<file path="config.mk">
export PLATFORM = sky130hd
export DESIGN_NAME = object_spawn_sequencer_flat
export DESIGN_NICKNAME = d
export VERILOG_FILES = /design/src/rtl/object_spawn_sequencer_if.sv /design/src/rtl/object_spawn_sequencer.sv /design/src/flat_wrapper.sv
export SDC_FILE = /design/constraint.sdc
export NUM_CORES = 1
export LEC_CHECK = 0
export BUFFER_PORTS_ARGS = -buffer_cell sky130_fd_sc_hd__buf_4
export CAP_MARGIN = 0
export CORE_UTILIZATION = 45
export DETAILED_ROUTE_END_ITERATION = 12
export PLACE_DENSITY = 0.74
export SYNTH_ARGS = -nofsm -noshare
export SYNTH_HDL_FRONTEND = slang
export SYNTH_SLANG_ARGS = --single-unit
</file>
<file path="constraint.sdc">
create_clock -name clk_calculation -period 2 [get_ports clk_calculation]
set_clock_uncertainty 0.15 [all_clocks]
set_input_delay 0.2 -clock clk_calculation [delete_from_list [all_inputs] [get_ports clk_calculation]]
set_output_delay 0.2 -clock clk_calculation [all_outputs]
set_load 0.01 [all_outputs]
</file>
<file path="src/rtl/object_spawn_sequencer_if.sv">
`default_nettype none
// ============================================================================
// Module      : object_spawn_sequencer_if
// Description : Bus bundle between the object spawn sequencer, its pattern
//               ROM and the collider consumer (descriptor handoff + status).
// Revision    : 1.0 - initial release
// ============================================================================
interface object_spawn_sequencer_if #(
   parameter int ADDR_WIDTH = 8
);
   // control / timing inputs
   logic                  clk_centi_second;
   logic                  start;
   logic                  pause;
   // pattern ROM port
   logic [ADDR_WIDTH-1:0] rom_addr;
   logic [66:0]           rom_data;
   // descriptor bus
   logic [2:0]            object_movement_direction;
   logic [9:0]            object_pos_x;
   logic [9:0]            object_pos_y;
   logic [9:0]            object_w;
   logic [9:0]            object_h;
   logic [4:0]            object_speed;
   logic [7:0]            object_destroy_time;
   logic [1:0]            object_destroy_trigger;
   // handoff handshake
   logic                  sync_object_position;
   logic                  update_object_position;
   // status
   logic                  busy;
   logic                  done;
   logic [7:0]            spawn_count;
   logic                  timeout_err;

   // sequencer side
   modport master (
      input  clk_centi_second, start, pause, rom_data, update_object_position,
      output rom_addr, object_movement_direction, object_pos_x, object_pos_y,
             object_w, object_h, object_speed, object_destroy_time,
             object_destroy_trigger, sync_object_position, busy, done,
             spawn_count, timeout_err
   );

   // environment side (ROM, consumer, controller)
   modport slave (
      output clk_centi_second, start, pause, rom_data, update_object_position,
      input  rom_addr, object_movement_direction, object_pos_x, object_pos_y,
             object_w, object_h, object_speed, object_destroy_time,
             object_destroy_trigger, sync_object_position, busy, done,
             spawn_count, timeout_err
   );
endinterface
`default_nettype wire

</file>
<file path="src/rtl/object_spawn_sequencer.sv">
`default_nettype none
// ============================================================================
// Module      : object_spawn_sequencer
// Description : Walks a pattern ROM of object descriptors, waits each entry's
//               spawn delay in centiseconds and hands the descriptor to the
//               collider runtime via the sync/update handshake.
// Revision    : 1.0 - initial release
// ============================================================================
module object_spawn_sequencer #(
   parameter int ADDR_WIDTH   = 8,
   parameter int LOOP_PATTERN = 0,
   parameter int START_ADDR   = 0,
   parameter int ACK_TIMEOUT  = 1023
) (
   input wire logic                   clk_calculation,
   input wire logic                   reset,
   object_spawn_sequencer_if.master   bus
);

   localparam int                    c_ACK_W     = (ACK_TIMEOUT < 1) ? 1 : $clog2(ACK_TIMEOUT + 1);
   localparam logic [ADDR_WIDTH-1:0] c_START     = ADDR_WIDTH'(START_ADDR);
   localparam logic [ADDR_WIDTH-1:0] c_ADDR_ONE  = ADDR_WIDTH'(1);
   localparam logic [c_ACK_W-1:0]    c_ACK_LIMIT = c_ACK_W'(ACK_TIMEOUT);
   localparam logic [c_ACK_W-1:0]    c_ACK_ONE   = c_ACK_W'(1);

   typedef enum logic [2:0] {
      S_IDLE     = 3'd0,
      S_FETCH    = 3'd1,
      S_LATCH    = 3'd2,
      S_WAIT     = 3'd3,
      S_PRESENT  = 3'd4,
      S_ACK_WAIT = 3'd5,
      S_RELEASE  = 3'd6,
      S_DONE     = 3'd7
   } state_t;

   state_t                r_state;
   state_t                w_state_next;

   logic                  r_tick_s1;
   logic                  r_tick_s2;
   logic                  r_tick_s3;
   logic                  w_tick;

   logic [ADDR_WIDTH-1:0] r_rom_addr;
   logic [2:0]            r_dir;
   logic [9:0]            r_pos_x;
   logic [9:0]            r_pos_y;
   logic [9:0]            r_w;
   logic [9:0]            r_h;
   logic [4:0]            r_speed;
   logic [7:0]            r_destroy_time;
   logic [1:0]            r_destroy_trigger;
   logic [7:0]            r_wait_cnt;
   logic                  r_end;
   logic                  r_sync;
   logic [c_ACK_W-1:0]    r_ack_cnt;
   logic [7:0]            r_spawn_count;
   logic                  r_timeout_err;

   // control strobes from the next-state logic
   logic                  w_start_run;
   logic                  w_latch;
   logic                  w_wait_dec;
   logic                  w_present;
   logic                  w_ack_ok;
   logic                  w_ack_to;
   logic                  w_ack_inc;
   logic                  w_addr_incr;
   logic                  w_addr_restart;

   // one tick per rising edge of the synchronised centisecond clock
   assign w_tick = r_tick_s2 & ~r_tick_s3;

   // two-flop synchroniser plus edge-detect stage for the centisecond clock
   always_ff @(posedge clk_calculation) begin
      if (reset) begin
         r_tick_s1 <= 1'b0;
         r_tick_s2 <= 1'b0;
         r_tick_s3 <= 1'b0;
      end else begin
         r_tick_s1 <= bus.clk_centi_second;
         r_tick_s2 <= r_tick_s1;
         r_tick_s3 <= r_tick_s2;
      end
   end

   // state register
   always_ff @(posedge clk_calculation) begin
      if (reset) r_state <= S_IDLE;
      else       r_state <= w_state_next;
   end

   // next-state and strobe decode
   always_comb begin
      w_state_next   = r_state;
      w_start_run    = 1'b0;
      w_latch        = 1'b0;
      w_wait_dec     = 1'b0;
      w_present      = 1'b0;
      w_ack_ok       = 1'b0;
      w_ack_to       = 1'b0;
      w_ack_inc      = 1'b0;
      w_addr_incr    = 1'b0;
      w_addr_restart = 1'b0;
      case (r_state)
         S_IDLE, S_DONE: begin
            if (bus.start) begin
               w_start_run  = 1'b1;
               w_state_next = S_FETCH;
            end
         end
         S_FETCH: w_state_next = S_LATCH;
         S_LATCH: begin
            w_latch      = 1'b1;
            w_state_next = S_WAIT;
         end
         S_WAIT: begin
            if (r_wait_cnt == 8'd0)            w_state_next = S_PRESENT;
            else if (w_tick && !bus.pause)     w_wait_dec   = 1'b1;
         end
         S_PRESENT: begin
            w_present    = 1'b1;
            w_state_next = S_ACK_WAIT;
         end
         S_ACK_WAIT: begin
            if (bus.update_object_position) begin
               w_ack_ok     = 1'b1;
               w_state_next = S_RELEASE;
            end else if (r_ack_cnt == c_ACK_LIMIT) begin
               w_ack_to     = 1'b1;
               w_state_next = S_RELEASE;
            end else begin
               w_ack_inc    = 1'b1;
            end
         end
         S_RELEASE: begin
            // the consumer must drop its ack before the next entry is offered
            if (!bus.update_object_position) begin
               if (!r_end) begin
                  w_addr_incr  = 1'b1;
                  w_state_next = S_FETCH;
               end else if (LOOP_PATTERN != 0) begin
                  w_addr_restart = 1'b1;
                  w_state_next   = S_FETCH;
               end else begin
                  w_state_next = S_DONE;
               end
            end
         end
         default: w_state_next = S_IDLE;
      endcase
   end

   // ROM address: restart on start/loop, natural wrap on increment
   always_ff @(posedge clk_calculation) begin
      if (reset)                             r_rom_addr <= c_START;
      else if (w_start_run || w_addr_restart) r_rom_addr <= c_START;
      else if (w_addr_incr)                  r_rom_addr <= r_rom_addr + c_ADDR_ONE;
   end

   // descriptor fields held from LATCH until the next LATCH
   always_ff @(posedge clk_calculation) begin
      if (reset) begin
         r_dir             <= 3'd0;
         r_pos_x           <= 10'd0;
         r_pos_y           <= 10'd0;
         r_w               <= 10'd0;
         r_h               <= 10'd0;
         r_speed           <= 5'd0;
         r_destroy_time    <= 8'd0;
         r_destroy_trigger <= 2'd0;
         r_end             <= 1'b0;
      end else if (w_latch) begin
         r_dir             <= bus.rom_data[58:56];
         r_pos_x           <= bus.rom_data[55:46];
         r_pos_y           <= bus.rom_data[45:36];
         r_w               <= bus.rom_data[35:26];
         r_h               <= bus.rom_data[25:16];
         r_speed           <= bus.rom_data[15:11];
         r_destroy_time    <= bus.rom_data[10:3];
         r_destroy_trigger <= bus.rom_data[2:1];
         r_end             <= bus.rom_data[0];
      end
   end

   // spawn delay countdown in centisecond ticks
   always_ff @(posedge clk_calculation) begin
      if (reset)           r_wait_cnt <= 8'd0;
      else if (w_latch)    r_wait_cnt <= bus.rom_data[66:59];
      else if (w_wait_dec) r_wait_cnt <= r_wait_cnt - 8'd1;
   end

   // handshake strobe (active low) and ack-timeout counter
   always_ff @(posedge clk_calculation) begin
      if (reset) begin
         r_sync    <= 1'b1;
         r_ack_cnt <= '0;
      end else begin
         if (w_present)                r_sync <= 1'b0;
         else if (w_ack_ok || w_ack_to) r_sync <= 1'b1;
         if (w_present)      r_ack_cnt <= '0;
         else if (w_ack_inc) r_ack_cnt <= r_ack_cnt + c_ACK_ONE;
      end
   end

   // acknowledged-spawn counter (saturating) and sticky timeout flag
   always_ff @(posedge clk_calculation) begin
      if (reset) begin
         r_spawn_count <= 8'd0;
         r_timeout_err <= 1'b0;
      end else if (w_start_run) begin
         r_spawn_count <= 8'd0;
         r_timeout_err <= 1'b0;
      end else begin
         if (w_ack_ok && (r_spawn_count != 8'hFF)) r_spawn_count <= r_spawn_count + 8'd1;
         if (w_ack_to)                             r_timeout_err <= 1'b1;
      end
   end

   assign bus.rom_addr                  = r_rom_addr;
   assign bus.object_movement_direction = r_dir;
   assign bus.object_pos_x              = r_pos_x;
   assign bus.object_pos_y              = r_pos_y;
   assign bus.object_w                  = r_w;
   assign bus.object_h                  = r_h;
   assign bus.object_speed              = r_speed;
   assign bus.object_destroy_time       = r_destroy_time;
   assign bus.object_destroy_trigger    = r_destroy_trigger;
   assign bus.sync_object_position      = r_sync;
   assign bus.busy                      = (r_state != S_IDLE) && (r_state != S_DONE);
   assign bus.done                      = (r_state == S_DONE);
   assign bus.spawn_count               = r_spawn_count;
   assign bus.timeout_err               = r_timeout_err;

endmodule
`default_nettype wire

</file>
<file path="src/flat_wrapper.sv">
// flat-port wrapper written by rule: the top's interface ports become plain ports
module object_spawn_sequencer_flat 
#(
   parameter int ADDR_WIDTH   = 8,
   parameter int LOOP_PATTERN = 0,
   parameter int START_ADDR   = 0,
   parameter int ACK_TIMEOUT  = 1023
)
  (clk_calculation, reset, bus_clk_centi_second, bus_start, bus_pause, bus_rom_data, bus_update_object_position, bus_rom_addr, bus_object_movement_direction, bus_object_pos_x, bus_object_pos_y, bus_object_w, bus_object_h, bus_object_speed, bus_object_destroy_time, bus_object_destroy_trigger, bus_sync_object_position, bus_busy, bus_done, bus_spawn_count, bus_timeout_err);
  object_spawn_sequencer_if #(.ADDR_WIDTH(ADDR_WIDTH)) bus_i ();
  input wire logic clk_calculation;
  input wire logic reset;
  input wire logic [$bits(bus_i.clk_centi_second)-1:0] bus_clk_centi_second;
  input wire logic [$bits(bus_i.start)-1:0] bus_start;
  input wire logic [$bits(bus_i.pause)-1:0] bus_pause;
  input wire logic [$bits(bus_i.rom_data)-1:0] bus_rom_data;
  input wire logic [$bits(bus_i.update_object_position)-1:0] bus_update_object_position;
  output wire logic [$bits(bus_i.rom_addr)-1:0] bus_rom_addr;
  output wire logic [$bits(bus_i.object_movement_direction)-1:0] bus_object_movement_direction;
  output wire logic [$bits(bus_i.object_pos_x)-1:0] bus_object_pos_x;
  output wire logic [$bits(bus_i.object_pos_y)-1:0] bus_object_pos_y;
  output wire logic [$bits(bus_i.object_w)-1:0] bus_object_w;
  output wire logic [$bits(bus_i.object_h)-1:0] bus_object_h;
  output wire logic [$bits(bus_i.object_speed)-1:0] bus_object_speed;
  output wire logic [$bits(bus_i.object_destroy_time)-1:0] bus_object_destroy_time;
  output wire logic [$bits(bus_i.object_destroy_trigger)-1:0] bus_object_destroy_trigger;
  output wire logic [$bits(bus_i.sync_object_position)-1:0] bus_sync_object_position;
  output wire logic [$bits(bus_i.busy)-1:0] bus_busy;
  output wire logic [$bits(bus_i.done)-1:0] bus_done;
  output wire logic [$bits(bus_i.spawn_count)-1:0] bus_spawn_count;
  output wire logic [$bits(bus_i.timeout_err)-1:0] bus_timeout_err;
  assign bus_i.clk_centi_second = bus_clk_centi_second;
  assign bus_i.start = bus_start;
  assign bus_i.pause = bus_pause;
  assign bus_i.rom_data = bus_rom_data;
  assign bus_i.update_object_position = bus_update_object_position;
  assign bus_rom_addr = bus_i.rom_addr;
  assign bus_object_movement_direction = bus_i.object_movement_direction;
  assign bus_object_pos_x = bus_i.object_pos_x;
  assign bus_object_pos_y = bus_i.object_pos_y;
  assign bus_object_w = bus_i.object_w;
  assign bus_object_h = bus_i.object_h;
  assign bus_object_speed = bus_i.object_speed;
  assign bus_object_destroy_time = bus_i.object_destroy_time;
  assign bus_object_destroy_trigger = bus_i.object_destroy_trigger;
  assign bus_sync_object_position = bus_i.sync_object_position;
  assign bus_busy = bus_i.busy;
  assign bus_done = bus_i.done;
  assign bus_spawn_count = bus_i.spawn_count;
  assign bus_timeout_err = bus_i.timeout_err;
  object_spawn_sequencer #(.ADDR_WIDTH(ADDR_WIDTH), .LOOP_PATTERN(LOOP_PATTERN), .START_ADDR(START_ADDR), .ACK_TIMEOUT(ACK_TIMEOUT)) u_core (.clk_calculation(clk_calculation), .reset(reset), .bus(bus_i));
endmodule
</file>
* Yosys cells after proc, flatten, opt, wreduce, memory -nomap -nowiden
Index checks and enable logic that the tools add are counted.
Storage, ports and cells: RAM bits 0, memories kept 0, word-level logic and storage cells 82, bits in registers 101, output and inout port bits 78, latch bits 0, bits of input ports 73, bits in read-only memories 0
Operators by class: $mul 0, reduce and logical (&&, ||, !) cells 14, add/subtract/negate cells 4, bitwise operators 2, $lt $le $gt $ge 0, eq/ne operators 14, shift-type cells 0, divide/modulo/power cells 0, muxes and demuxes 29
Operators by type and width (count):
- 3-bit one-hot mux with 7 select lines | 1
- 1-bit 2-to-1 mux | 20
- 3-bit 2-to-1 mux | 6
- 8-bit by 1-bit adder with 8-bit output, second input constant | 2
- 8-bit 2-to-1 mux | 2
- 3-bit == test, second input constant | 4
- 10-bit by 1-bit adder with 10-bit output, second input constant | 1
- 10-bit == test, second input constant | 1
- 8-bit zero test | 1
- 8-bit inequality test, second input constant | 1
- 8-bit by 1-bit subtractor with 8-bit output, second input constant | 1
- 3-bit by 2-bit == test with 1-bit output, second input constant | 2
- 2-bit OR reduction | 3
- 2-bit inequality test, second input constant | 2
- 4-bit AND reduction | 1
- 2-bit nonzero test | 2
- 3-bit by 1-bit == test with 1-bit output, second input constant | 1
- 1-bit logical AND | 3
- 3-bit zero test | 1
- 3-bit by 2-bit inequality test with 1-bit output, second input constant | 1
- 3-bit inequality test, second input constant | 1
- 3-bit nonzero test | 1
- 2-bit by 1-bit inequality test with 1-bit output, second input constant | 1
- 1-bit AND | 1
- 3 further kinds | 3

* Depth between registers and ports, before layout
depth in word-level cells 8, depth in mapped cells 7, mapped depth without buffers 6

* Worst setup path before layout
OpenSTA, ideal clock, no wires.
kind reg2reg, start point register u_core.r_wait_cnt[2], end point register u_core.r_wait_cnt[6], period minus slack after synthesis 1.867 ns, arrival 1.626 ns, buffers on the path 1, cell stages (with the launch flop) 6, library setup time 0.091 ns, data required time 1.759 ns, slack 0.133 ns, path through dfxtp_1 -> or4_4 -> o311ai_4 -> buf_6 -> o31ai_1 -> a311oi_1
Between the ends: longest elaborated chain between the ends 4, elaborated cells on any way between the ends 7, classes of those cells add/sub (1); mux (4); reduce/logical (2)
RTL lines:
- start: declaration | line object_spawn_sequencer.sv:54 | logic [7:0] r_wait_cnt;
- start signal: assignment | line object_spawn_sequencer.sv:190 | else if (w_latch) r_wait_cnt <= bus.rom_data[66:59];
- start signal: assignment | line object_spawn_sequencer.sv:191 | else if (w_wait_dec) r_wait_cnt <= r_wait_cnt - 8'd1;
- parallel branches: the longest is 4 deep, another holds 8-bit by 1-bit subtractor with 8-bit output
Parallel ways; which one is timed is not known. The select of a mux whose other input is x is not followed. A chain may end at the register's enable or synchronous reset.

* Final worst setup path
Same ends and word-level chain as after synthesis.

==> impl_results.html <==
<table>
<tr><th>Metric</th><th>Value</th></tr>
<tr><th colspan="2">Global routing</th></tr>
<tr><td>Vias in the first global route</td><td>4444</td></tr>
<tr><td>Initial antenna violation count</td><td>0</td></tr>
<tr><td>Wire length of the first global-routing pass</td><td>20100 um</td></tr>
<tr><td>Overflow after GRT</td><td>0</td></tr>
<tr><td>Combined global-route utilization of all metal layers</td><td>25.8%</td></tr>
<tr><td>Largest net degree at the start of global routing</td><td>61</td></tr>
<tr><th colspan="2">Routing</th></tr>
<tr><td>Detailed router's first-iteration violation count</td><td>140</td></tr>
<tr><td>Remaining number of nets flagged by the antenna check after routing</td><td>0</td></tr>
<tr><td>Detail-routed net length per standard cell</td><td>14.8 um</td></tr>
<tr><td>Pre-antenna DRT Iters</td><td>9</td></tr>
<tr><td>Via count of the routed design</td><td>4420</td></tr>
<tr><td>Detail-routed via count per cell</td><td>5.27</td></tr>
<tr><td>Final Routed Wirelength</td><td>12400 um</td></tr>
<tr><td>DRC viols</td><td>10</td></tr>
<tr><th colspan="2">Clocking</th></tr>
<tr><td>Register clock-pin slew on the reported worst setup and hold paths</td><td>100 ps</td></tr>
<tr><td>Worst-skew pair later-pin latency</td><td>370 ps</td></tr>
<tr><td>Number of buffers on the longest clock path</td><td>2</td></tr>
<tr><td>CTS Buf Count</td><td>9</td></tr>
<tr><td>Clock tree from TritonCTS</td><td>built</td></tr>
<tr><td>Num Clock Sinks</td><td>101</td></tr>
<tr><td>CTS Root Cell</td><td>sky130_fd_sc_hd__clkbuf_8</td></tr>
<tr><td>Count of H-tree levels built during CTS</td><td>3</td></tr>
<tr><th colspan="2">Power and ir drop</th></tr>
<tr><td>Pwr per Cell Area</td><td>732 nW/um^2</td></tr>
<tr><td>Final total power</td><td>4.70 mW</td></tr>
<tr><td>Leakage power</td><td>2.63 nW</td></tr>
<tr><td>Largest vdd supply drop</td><td>0.475 mV</td></tr>
<tr><th colspan="2">Timing</th></tr>
<tr><td>Setup repair after global routing missed its margin</td><td>true</td></tr>
<tr><td>Maximum clock frequency</td><td>0.475 GHz</td></tr>
<tr><td>Setup_tns</td><td>-105 ps</td></tr>
<tr><td>Final worst slack</td><td>-105 ps</td></tr>
<tr><td>Final Cycle Share</td><td>105%</td></tr>
<tr><td>Final count of pins violating max slew</td><td>0</td></tr>
<tr><td>Normalized max-slew margin</td><td>68.1%</td></tr>
<tr><td>Hold WS</td><td>-1.62 ps</td></tr>
<tr><td>Total setup violations reported at the end of the flow</td><td>1</td></tr>
<tr><td>Worst Max-Slew Pin Slew</td><td>477 ps</td></tr>
<tr><td>Hold Violations, Final</td><td>1</td></tr>
<tr><td>Tmin final</td><td>2110 ps</td></tr>
<tr><th colspan="2">Setup path</th></tr>
<tr><td>CP Capture Type</td><td>flip-flop</td></tr>
<tr><td>Category of cells accounting for the largest share of critical-path delay</td><td>compound AO/OA/AOI/OAI gates</td></tr>
<tr><td>Reg-to-reg slack, setup</td><td>-110 ps</td></tr>
<tr><td>Setup crit start kind</td><td>flip-flop</td></tr>
<tr><td>Worst Path Max Fanout</td><td>5</td></tr>
<tr><td>Highest-delay cell along the critical path</td><td>sky130_fd_sc_hd__or4_4</td></tr>
<tr><td>Arrival time at the worst endpoint</td><td>2210 ps</td></tr>
<tr><td>Combined buffer and inverter count along the critical path</td><td>1</td></tr>
<tr><td>Kind of critical path</td><td>reg -&gt; reg</td></tr>
<tr><td>Critical Path, Cell by Cell</td><td>or4_4 &gt; o311ai_4 &gt; buf_6 &gt; o31ai_2 &gt; a311oi_1</td></tr>
<tr><td>Max stage delay on crit path</td><td>560 ps</td></tr>
<tr><td>Data required time at the worst endpoint</td><td>2100 ps</td></tr>
<tr><th colspan="2">Synth</th></tr>
<tr><td>Cells after Synth</td><td>503</td></tr>
<tr><td>Post-synth ARST share</td><td>0%</td></tr>
<tr><td>Post-synthesis instance area</td><td>4140 um^2</td></tr>
<tr><td>Most common flop cell mapped by yosys</td><td>sky130_fd_sc_hd__dfxtp_1</td></tr>
<tr><td>Syn Nets</td><td>581</td></tr>
<tr><td>Synthesis Warnings</td><td>0</td></tr>
<tr><td>Flop and latch count out of synthesis</td><td>101</td></tr>
<tr><td>Per-instance average area after synthesis</td><td>8.22 um^2</td></tr>
<tr><td>Share of synthesized area occupied by flip-flops and latches</td><td>48.9%</td></tr>
<tr><td>Post-synth EDFFs</td><td>0</td></tr>
<tr><td>Number of different library cells in the post-synthesis netlist</td><td>48</td></tr>
<tr><th colspan="2">Layout</th></tr>
<tr><td>Number of nets in the layout</td><td>803</td></tr>
<tr><td>Fraction of layout instances using a drive strength above 1</td><td>29.7%</td></tr>
<tr><td>Antenna Diode Count</td><td>0</td></tr>
<tr><td>Final Instance Area</td><td>6420 um^2</td></tr>
<tr><td>Area overhead of the layout relative to synthesis</td><td>55.3%</td></tr>
<tr><th colspan="2">Placement</th></tr>
<tr><td>Global placement routability congestion</td><td>0.783</td></tr>
<tr><td>Port bufs</td><td>150</td></tr>
<tr><td>Detail Placement HPWL</td><td>7340 um</td></tr>
<tr><td>Placed Instance Area</td><td>5460 um^2</td></tr>
<tr><th colspan="2">Outcome</th></tr>
<tr><td>Violated checks</td><td>DRC, hold timing, setup timing</td></tr>
<tr><td>Run status</td><td>finished with violations</td></tr>
<tr><th colspan="2">Die</th></tr>
<tr><td>Std cell rows</td><td>34</td></tr>
<tr><td>Floorplan die area</td><td>9580 um^2</td></tr>
<tr><td>Horiz. Die Dim</td><td>97.9 um</td></tr>
<tr><td>Starting density of the core</td><td>47.0%</td></tr>
<tr><td>Height of the chip</td><td>97.9 um</td></tr>
<tr><td># IOs</td><td>151</td></tr>
<tr><td>Placeable core region</td><td>8810 um^2</td></tr>
<tr><th colspan="2">Min path</th></tr>
<tr><td>Hold WC Path Type</td><td>in -&gt; reg</td></tr>
<tr><th colspan="2">Run</th></tr>
<tr><td>Number of max-cap violations</td><td>0</td></tr>
</table>
==> stage by stage <==
stage          instances  hold WS (ps)  worst slack [ps]  utilization (%)
2_1_floorplan        503           158               133                -
3_3_place_gp         750           262              12.5             62.0
3_5_place_dp         750           264             -80.7             62.0
4_1_cts              835          9.06              17.9             72.1
5_1_grt              838         -12.3              -171             72.9
6_report             838         -1.62              -105             72.9
==> sequential cells by signal, summed over array words and instances (netlist names) <==
| signal | count |
|---|---|
| u_core.r_end | 1 |
| u_core.bus.object_w | 10 |
| u_core.bus.object_destroy_trigger | 2 |
| u_core.bus.object_speed | 5 |
| u_core.bus.timeout_err | 1 |
| u_core.bus.rom_addr | 8 |
| u_core.bus.spawn_count | 8 |
| u_core.bus.sync_object_position | 1 |
| u_core.r_tick_s3 | 1 |
| u_core.r_ack_cnt | 10 |
| u_core.r_state | 3 |
| u_core.bus.object_movement_direction | 3 |
| u_core.bus.object_h | 10 |
| u_core.r_tick_s1 | 1 |
| u_core.bus.object_pos_x | 10 |
| u_core.r_wait_cnt | 8 |
| u_core.bus.object_destroy_time | 8 |
| u_core.r_tick_s2 | 1 |
| u_core.bus.object_pos_y | 10 |
==> worst reg2reg max path, delay by kind of cell, from the launching register on <==
kind | cells | cell delay [ps]
compound gates | 3 | 780
buf+inv | 1 | 170
flops | 1 | 330
simple gates | 1 | 560
==> Yosys cell counts, drive strengths merged (6+ instances only) <==
cell	count	area, um^2
nand3	9	45.0
a311oi	6	58.8
o21ai	12	60.1
o31ai	8	60.1
nand2	133	499
a21oi	73	365
or3	7	46.3
nor2	28	105
nand4	8	50.1
clkbuf	26	97.6
or4	8	65.1
xor2	10	87.6
dfxtp	101	2020
inv	7	26.3
==> where the power goes <==
group,internal [mW],switching (mW)
logic,0.592,0.599
registers,2.15,0.0980
clock network,0.485,0.776
total,3.23,1.47
==> worst paths after layout <==
path / startpoint / endpoint / cells after the start
worst min register to register: u_core.r_tick_s1 / u_core.r_tick_s2 / 1
worst min-delay path: bus_rom_data[65] / u_core.r_wait_cnt[6] / 3
worst max register to register: u_core.r_wait_cnt[2] / u_core.r_wait_cnt[6] / 5
worst max-delay path: u_core.r_wait_cnt[2] / u_core.r_wait_cnt[6] / 5
==> placed cells by master, fill, tap and decap left out, drive strengths merged, types with 3 or more instances in the layout <==
master	instances
buf	174
nand2	133
dfxtp	101
a21oi	73
dlygate4sd3	66
nor2	28
o21ai	12
xor2	10
inv	10
nand3	9
clkbuf	9
nand4	8
or4	8
o31ai	8
or3	7
a311oi	6
nor3	5
xnor2	5
nor4	5
nor2b	5
ha	5
nand2b	4
and3	3
and2	3
o2111ai	3
o311ai	3
clkinv	3
==> metal layers <==
metal,up-vias,share of wire [%],GRT usage (%)
met1,2050,40,28.6
met4,0,1.6,7.46
li1,2180,-,-
met3,23,7.2,8.23
met5,-,0,0
met2,167,51,46.9
==> final cells by class <==
type / count / area [um^2]
Fill cell: 633 / 2380
Clock inverter: 7 / 68.8
Timing Repair Buffer: 240 / 2010
Inverter: 7 / 26.3
Sequential cell: 101 / 2030
Clock buffer: 9 / 124
Multi-Input combinational cell: 366 / 2030
Tap cell: 108 / 135
==> logic make-up after synthesis <==
group,after synthesis,share of synthesized area [%]
compound gates,112,16.2
xor+xnor,15,3.18
fa+ha+maj,5,1.51
buf+inv,36,3.45
flops,101,48.9
mux,2,0.484
simple gates,232,26.3
==> what timing repair did <==
item,4_1_cts,5_1_grt
buffers inserted,3,3
setup endpoints to repair,3,10
hold endpoints to repair,66,0
hold buffers,66,0
pin swaps,1,2
resized for setup,2,14
(Power assumes the default switching activity.)
